[config.mk]
export PLATFORM = sky130hd
export DESIGN_NAME = nes_attr_lookup_flat
export DESIGN_NICKNAME = d
export VERILOG_FILES = /design/src/rtl/nes_attr_lookup_if.sv /design/src/rtl/nes_attr_lookup.sv /design/src/flat_wrapper.sv
export SDC_FILE = /design/constraint.sdc
export NUM_CORES = 1
export LEC_CHECK = 0
export BUFFER_PORTS_ARGS = -buffer_cell sky130_fd_sc_hd__buf_2
export CAP_MARGIN = 5
export CORE_MARGIN = 4
export CORE_UTILIZATION = 37
export DETAILED_ROUTE_END_ITERATION = 10
export PLACE_DENSITY_LB_ADDON = 0.08
export SLEW_MARGIN = 20
export SYNTH_ARGS = -nofsm -noshare
export SYNTH_HDL_FRONTEND = slang
export SYNTH_SLANG_ARGS = --single-unit
[constraint.sdc]
create_clock -name clk -period 5.7 [get_ports clk]
set_input_delay 0.57 -clock clk [delete_from_list [all_inputs] [get_ports clk]]
set_output_delay 0.57 -clock clk [all_outputs]
set_load 0.005 [all_outputs]
[src/rtl/nes_attr_lookup_if.sv]
// Attribute-table lookup bus: PPU writes, mirroring select, clear and palette lookups.
// The master drives requests and writes; the slave returns palette bits and status.
interface nes_attr_lookup_if;
    logic [1:0]  mirror;
    logic        clr;
    logic        wr_en;
    logic [11:0] wr_addr;
    logic [7:0]  wr_data;
    logic        rd_req;
    logic [5:0]  rd_tile_x;
    logic [5:0]  rd_tile_y;
    logic        rd_rdy;
    logic        rd_valid;
    logic [1:0]  rd_pal;
    logic        busy;

    modport master (
        output mirror, clr, wr_en, wr_addr, wr_data,
        output rd_req, rd_tile_x, rd_tile_y,
        input  rd_rdy, rd_valid, rd_pal, busy
    );

    modport slave (
        input  mirror, clr, wr_en, wr_addr, wr_data,
        input  rd_req, rd_tile_x, rd_tile_y,
        output rd_rdy, rd_valid, rd_pal, busy
    );
endinterface

[src/rtl/nes_attr_lookup.sv]
// NES attribute-table store with nametable mirroring and a 2-cycle palette lookup.
// A CLEAR/RUN FSM initialises every byte after reset or on a clr pulse.
module nes_attr_lookup #(
    parameter int          NUM_NT   = 2,
    parameter logic [7:0]  INIT_VAL = 8'h00
) (
    input  logic             clk,
    input  logic             rst_n,
    nes_attr_lookup_if.slave bus
);
    localparam int DEPTH = 64 * NUM_NT;
    localparam int AW    = $clog2(DEPTH);

    typedef enum logic {
        CLEAR,
        RUN
    } state_t;

    state_t       state;
    logic [AW-1:0] cnt;

    logic [7:0]   mem [DEPTH];
    logic [7:0]   rdata;

    // Truncating {P,byte} to AW bits applies the modulo-NUM_NT fold.
    function automatic logic [AW-1:0] phys_addr(
        input logic [1:0] l,
        input logic [1:0] m,
        input logic [5:0] b
    );
        logic [1:0] p;
        logic [7:0] full;
        p = 2'd0;
        if (NUM_NT == 4) begin
            p = l;
        end else begin
            unique case (m)
                2'b00:   p = {1'b0, l[1]};
                2'b01:   p = {1'b0, l[0]};
                2'b10:   p = 2'd0;
                default: p = 2'd1;
            endcase
            if (NUM_NT == 1) p = 2'd0;
        end
        full = {p, b};
        return full[AW-1:0];
    endfunction

    logic          run;
    logic          accept;
    logic          oob;
    logic          hi;
    logic [5:0]    row;
    logic [5:0]    rbyte;
    logic [1:0]    rsel;
    logic [AW-1:0] raddr;

    assign run    = (state == RUN);
    assign accept = bus.rd_req && run;
    assign oob    = bus.rd_tile_y >= 6'd60;
    assign hi     = bus.rd_tile_y >= 6'd30;
    assign row    = hi ? bus.rd_tile_y - 6'd30 : bus.rd_tile_y;
    assign rbyte  = {row[4:2], bus.rd_tile_x[4:2]};
    assign rsel   = {row[1], bus.rd_tile_x[1]};
    assign raddr  = phys_addr({hi, bus.rd_tile_x[5]}, bus.mirror, rbyte);

    logic          wr_ok;
    logic [AW-1:0] waddr;
    logic          we;
    logic [AW-1:0] wa;
    logic [7:0]    wd;

    assign wr_ok = run && bus.wr_en && (bus.wr_addr[9:6] == 4'hF);
    assign waddr = phys_addr(bus.wr_addr[11:10], bus.mirror,
                             bus.wr_addr[5:0]);
    assign we    = rst_n && ((state == CLEAR) || wr_ok);
    assign wa    = (state == CLEAR) ? cnt : waddr;
    assign wd    = (state == CLEAR) ? INIT_VAL : bus.wr_data;

    // Registered read sees the pre-write value on a same-edge collision.
    always_ff @(posedge clk) begin
        if (we) mem[wa] <= wd;
        rdata <= mem[raddr];
    end

    logic       v1;
    logic [1:0] sel1;
    logic       oob1;
    logic [7:0] shifted;
    logic       valid_q;
    logic [1:0] pal_q;

    assign shifted = rdata >> {sel1, 1'b0};

    always_ff @(posedge clk) begin
        if (!rst_n) begin
            state   <= CLEAR;
            cnt     <= '0;
            v1      <= 1'b0;
            sel1    <= 2'd0;
            oob1    <= 1'b0;
            valid_q <= 1'b0;
            pal_q   <= 2'd0;
        end else begin
            v1      <= accept;
            sel1    <= rsel;
            oob1    <= oob;
            valid_q <= v1;
            if (v1) pal_q <= oob1 ? 2'd0 : shifted[1:0];
            unique case (state)
                CLEAR: begin
                    cnt <= cnt + 1'b1;
                    if (cnt == AW'(DEPTH - 1)) state <= RUN;
                end
                RUN: begin
                    if (bus.clr) begin
                        state <= CLEAR;
                        cnt   <= '0;
                    end
                end
                default: state <= CLEAR;
            endcase
        end
    end

    assign bus.rd_rdy   = run;
    assign bus.busy     = (state == CLEAR);
    assign bus.rd_valid = valid_q;
    assign bus.rd_pal   = pal_q;
endmodule
[src/flat_wrapper.sv]
// flat-port wrapper written by rule: the top's interface ports become plain ports
module nes_attr_lookup_flat 
#(
    parameter int          NUM_NT   = 2,
    parameter logic [7:0]  INIT_VAL = 8'h00
)
  (clk, rst_n, bus_mirror, bus_clr, bus_wr_en, bus_wr_addr, bus_wr_data, bus_rd_req, bus_rd_tile_x, bus_rd_tile_y, bus_rd_rdy, bus_rd_valid, bus_rd_pal, bus_busy);
  nes_attr_lookup_if bus_i ();
  input  logic clk;
  input  logic rst_n;
  input wire logic [$bits(bus_i.mirror)-1:0] bus_mirror;
  input wire logic [$bits(bus_i.clr)-1:0] bus_clr;
  input wire logic [$bits(bus_i.wr_en)-1:0] bus_wr_en;
  input wire logic [$bits(bus_i.wr_addr)-1:0] bus_wr_addr;
  input wire logic [$bits(bus_i.wr_data)-1:0] bus_wr_data;
  input wire logic [$bits(bus_i.rd_req)-1:0] bus_rd_req;
  input wire logic [$bits(bus_i.rd_tile_x)-1:0] bus_rd_tile_x;
  input wire logic [$bits(bus_i.rd_tile_y)-1:0] bus_rd_tile_y;
  output wire logic [$bits(bus_i.rd_rdy)-1:0] bus_rd_rdy;
  output wire logic [$bits(bus_i.rd_valid)-1:0] bus_rd_valid;
  output wire logic [$bits(bus_i.rd_pal)-1:0] bus_rd_pal;
  output wire logic [$bits(bus_i.busy)-1:0] bus_busy;
  assign bus_i.mirror = bus_mirror;
  assign bus_i.clr = bus_clr;
  assign bus_i.wr_en = bus_wr_en;
  assign bus_i.wr_addr = bus_wr_addr;
  assign bus_i.wr_data = bus_wr_data;
  assign bus_i.rd_req = bus_rd_req;
  assign bus_i.rd_tile_x = bus_rd_tile_x;
  assign bus_i.rd_tile_y = bus_rd_tile_y;
  assign bus_rd_rdy = bus_i.rd_rdy;
  assign bus_rd_valid = bus_i.rd_valid;
  assign bus_rd_pal = bus_i.rd_pal;
  assign bus_busy = bus_i.busy;
  nes_attr_lookup #(.NUM_NT(NUM_NT), .INIT_VAL(INIT_VAL)) u_core (.clk(clk), .rst_n(rst_n), .bus(bus_i));
endmodule
[Word level (Yosys, flattened, before mapping)]
Memories as Yosys holds them, arrays and structs flattened. A register that Yosys moved wholly into a read port is not among the register bits.
Cells that the tools add are included.
Storage, ports and cells
  word-level logic and storage cells: 38
  flip-flop bits (word level): 15
  memories: 1
  output and inout bits: 5
  bits in writable memories: 1024
Operators by class
  $add $sub $neg: 2
  reduce and logical (&&, ||, !) cells: 6
  mux-type cells: 13
  $lt $le $gt $ge: 2
  equal/unequal tests: 5
  shift operators: 1
  bitwise gates (word level): 1
Memory list
  u_core.mem: depth 128, width 8, rd ports 1, clocked after memory_dff 1, write ports 1, RTL line nes_attr_lookup.sv:22  | logic [7:0] mem [DEPTH];
Operator list (number)
  $mux W7: 2
  $pmux W7 S2: 1
  $mux W8: 1
  $shr A8 B3 Y2: 1
  $add A7 B1 Y7 const B: 1
  $eq A7 B7 Y1 const B: 1
  $ge A6 B5 Y1 const B: 1
  $ge A6 B6 Y1 const B: 1
  $pmux W1 S3: 2
  $mux W5: 1
  $sub A5 B5 Y5 const B: 1
  $eq A4 B4 Y1 const B: 1
  $logic_and A1 B1 Y1: 4
  $mux W1: 4
  $eq A2 B1 Y1 const B: 1
  $eq A2 B2 Y1 const B: 1
  $logic_not A2 Y1: 1
  $mux W2: 1
  $ne A2 B2 Y1 const B: 1
  $pmux W1 S2: 1
  $logic_or A1 B1 Y1: 1
  $not A1 Y1: 1

[Longest topological paths before layout]
  depth after elaboration: 6
  depth in mapped cells: 10
  gate-level depth less buffers: 7

[Worst setup path before layout]
No wires, ideal clock.
  path type: register to register
  start point: reg u_core.state (netlist: u_core.bus.rd_rdy)
  end point: mem u_core.mem[0][6], data pin
  arrival time: 2.807 ns
  cell stages (with the launch flop): 5
  data required time: 5.165 ns
  setup time: 0.535 ns
  setup slack: 2.358 ns
  path through: dfxtp_1 clkbuf_1 clkbuf_1 clkbuf_1 and2_1
Between the ends
  cells in the longest elaborated chain, start to end: 1
Ends and longest elaborated chain
  from (decl): RTL line nes_attr_lookup.sv:19  | state_t state;
  from (signal assigned): RTL line nes_attr_lookup.sv:97  | state <= CLEAR;
  from (signal assigned): RTL line nes_attr_lookup.sv:113  | if (cnt == AW'(DEPTH - 1)) state <= RUN;
  from (signal assigned): RTL line nes_attr_lookup.sv:117  | state <= CLEAR;
  $mux W8: RTL line nes_attr_lookup.sv:78  | assign wd = (state == CLEAR) ? INIT_VAL : bus.wr_data;
  via u_core.wd[6]: RTL line nes_attr_lookup.sv:71  | logic [7:0] wd;
  to (decl): RTL line nes_attr_lookup.sv:22
The timed path passes the listed nets, and every way through them passes these cells.

[Worst setup path in the final report]
  start point: reg u_core.state (netlist: u_core.bus.rd_rdy)
  end point: mem u_core.mem[37][4], enable pin
Between the ends
  cells in the longest elaborated chain, start to end: 6
Ends and longest elaborated chain
  $logic_and A1 B1 Y1 (2 in a row): RTL line nes_attr_lookup.sv:73  | assign wr_ok = run && bus.wr_en && (bus.wr_addr[9:6] == 4'hF);
  $logic_or A1 B1 Y1: RTL line nes_attr_lookup.sv:76  | assign we = rst_n && ((state == CLEAR) || wr_ok);
  $logic_and A1 B1 Y1: RTL line nes_attr_lookup.sv:76
  $mux W1: RTL line nes_attr_lookup.sv:82  | if (we) mem[wa] <= wd;
  $mux W1 (implied by the code): RTL line nes_attr_lookup.sv:82
Several ways; a longest one is shown, not always the timed one.

==> impl_metrics.yaml <==
status:
  status: "completed"
sta:
  fin_crit_ns: 3.71
  final.setup.worst_slack_ns: 1.99
  finalMaxSlewViolations: 0
  maxSlewHeadroom: 0.276
  worst_slew_pin_slew_ns: 1.08
  holdWs_ns: 0.0964
  setup-violations-final: 0
  max_freq_ghz: 0.269
  rsz0062_at_grt: "false"
  final.setup.tns_ns: 0
  min_period_over_period: 0.651
  fin_skew_ns: 0.0243
  hold_violations: 0
finish:
  utilization: 0.424
  final_common_cell: "edfxtp_1"
  final_layout_size_suffix_gt1_frac: 0.275
  fin_area_mm2: 0.0468
  final_cell_mix: "edfxtp_1, mux4_2, nor2_1, mux2i_1, clkbuf_16"
  n_antenna_cell: 0
  syn_to_final_growth_pct: 13.9
  layout.nets: 2050
  final_cells: 3594
drt:
  drt_iter0_drc: 1449
  wl_per_cell_um: 27.4
  wl_mm: 98.6
  vias_per_cell: 5.24
  drt_pass1_iterations: 6
  drc: 0
  vias: 18831
  ant_nets: 0
power:
  power.total_mw: 16.2
  power_per_cell_area_mw_per_mm2: 347
  internal_power_mw: 12.9
  power_leakage_nw: 14.0
  p_comb_frac: 0.045
  switchingPower_mw: 3.36
  swShare: 0.207
  seqPwrFrac: 0.515
  vdd.ir_drop.worst_uv: 260
  clockPowerShare: 0.440
placed_design:
  port_buffers: 42
  dp.cells: 3380
  placed_area_mm2: 0.0432
  post-place-ws_ns: 1.87
  hpwl_mm: 57.8
  place_congestion: 0.741
setup_path:
  max_stage_delay_ns: 0.87
  worstSetupEndpointType: "register"
  start_kind: "register"
  worstPathRequired_ns: 6.01
  crit_type: "register to register"
  crit_path_top_delay_cell: "o31ai_2"
  path_cells: "buf_4, inv_1, o31ai_2, nand2_1, nor2_1"
  crit_arrival_ns: 4.02
  crit_fanout: 31
synth:
  ys_ff_latch: 1047
  syn_avg_cell_area_um2: 21.6
  synth_cell_type_count: 41
  synth_area_leader_cell: "edfxtp_1"
  synth_edf_count: 1024
  synth.net_count: 1948
  synth_area_leaders: "edfxtp_1, mux4_2, mux2i_1"
  yosys_most_used_dff: "edfxtp_1"
  synth_top_area_frac: 0.748
  syn_inst: 1906
  seq_area_frac_synth: 0.759
  synthArstFlopShare: 0
  syn_area_mm2: 0.0411
  yosys_warnings: 0
cts:
  cts_root_buf: "clkbuf_16"
  hold_buffers: 0
  clk_path_buf_depth: 3
  cts_tree: "built"
  clk_latency_ns: 0.69
  clock-sinks: 1047
  cts.reportedPaths.clkPinSlew_ns: 0.06
  htree_levels: 3
  postCtsSetupBuffers: 0
  numCtsBuffers: 114
  cts_resized: 0
floorplan:
  initial_core_util: 0.372
  rows: 122
  dieHeight_um: 341
  fp.dieW_um: 341
  dieArea_mm2: 0.117
  core-area_mm2: 0.111
  boundaryPins: 44
job:
  cap_violations: 0
grt:
  track_usage: 0.170
  overflow: 0
  antenna_found_initial: 3
  grt_pass1_wl_mm: 143
  grt_pass1_vias: 19726
  grt_max_degree: 109
min_path:
  hold_path.class: "input pin to register"
==> cell families (layout without fill, tap and decap cells) <==
group,Yosys count,count (layout),share of synthesized area
muxes,453,453,0.192
adders and majority gates,3,3,0.000913
AOI/OAI and AO/OA,67,67,0.0113
and+or+nand+nor,232,232,0.0244
DFF,1047,1047,0.759
buffers and inverters,104,304,0.0126
==> routing by layer <==
metal | vias up | wire length, µm | track usage
li1 | 8163 | - | -
met1 | 10124 | 45100 | 0.246
met2 | 393 | 47100 | 0.270
met3 | 149 | 3850 | 0.0282
met4 | 2 | 2600 | 0.0463
met5 | - | 16 | 0
==> flip-flops by register name, indices dropped and copies added, names as in the netlist <==
signal and flops:
u_core.sel1 2, u_core.v1 1, u_core.rdata 8, u_core.oob1 1
u_core.mem 1024, u_core.cnt 7, u_core.bus.rd_pal 2, u_core.bus.rd_valid 1
u_core.bus.rd_rdy 1
==> path summary, 6_finish.rpt <==
kind / from / end / slack [ns] / cells after the start
setup / recovery: u_core.bus.rd_rdy / u_core.mem[37][4] / 1.99 / 5
hold / removal: bus_rd_tile_x[1] / u_core.sel1[0] / 0.1 / 2
setup reg to reg: u_core.bus.rd_rdy / u_core.mem[37][4] / 1.99 / 5
hold reg to reg: u_core.cnt[6] / u_core.cnt[6] / 0.50 / 1
==> power groups by stage <==
stage                     Sequential [mW]  Clock (mW)  Combinational [mW]
after global routing                 8.35        7.67               0.774
after CTS                            8.35        7.33               0.747
after floorplan                      8.51           0               0.491
after detailed placement             8.51           0               0.745
after global placement               8.51           0               0.743
final                                8.35        7.15               0.725
==> critical path: cells and delay by family, from the launching register on <==
family,cells,cell delay (ns)
AO/OA/AOI/OAI,1,0.87
buffers and inverters,2,0.71
flip-flops,1,0.43
AND/OR/NAND/NOR,2,1.31
==> layout make-up <==
class	count	area [µm²]
Clock buffer	146	3080
Clock inverter	68	556
Fill cell	9668	63700
Inverter	10	37.5
Multi-Input combinational cell	755	9460
Sequential cell	1047	31200
Tap cell	1488	1860
Timing Repair Buffer	80	619
==> synthesized netlist by cell type (all sizes together) (6+ instances only) <==
cell / number
mux4: 262
nor2b: 7
nand2b: 6
mux2: 61
a22oi: 30
inv: 9
o21ai: 13
a21oi: 6
edfxtp: 1024
dfxtp: 23
nor2: 147
and2: 10
clkbuf: 35
mux2i: 130
buf: 59
nand3: 6
and4: 8
nand2: 37
Power figures use the tool's default switching activity.
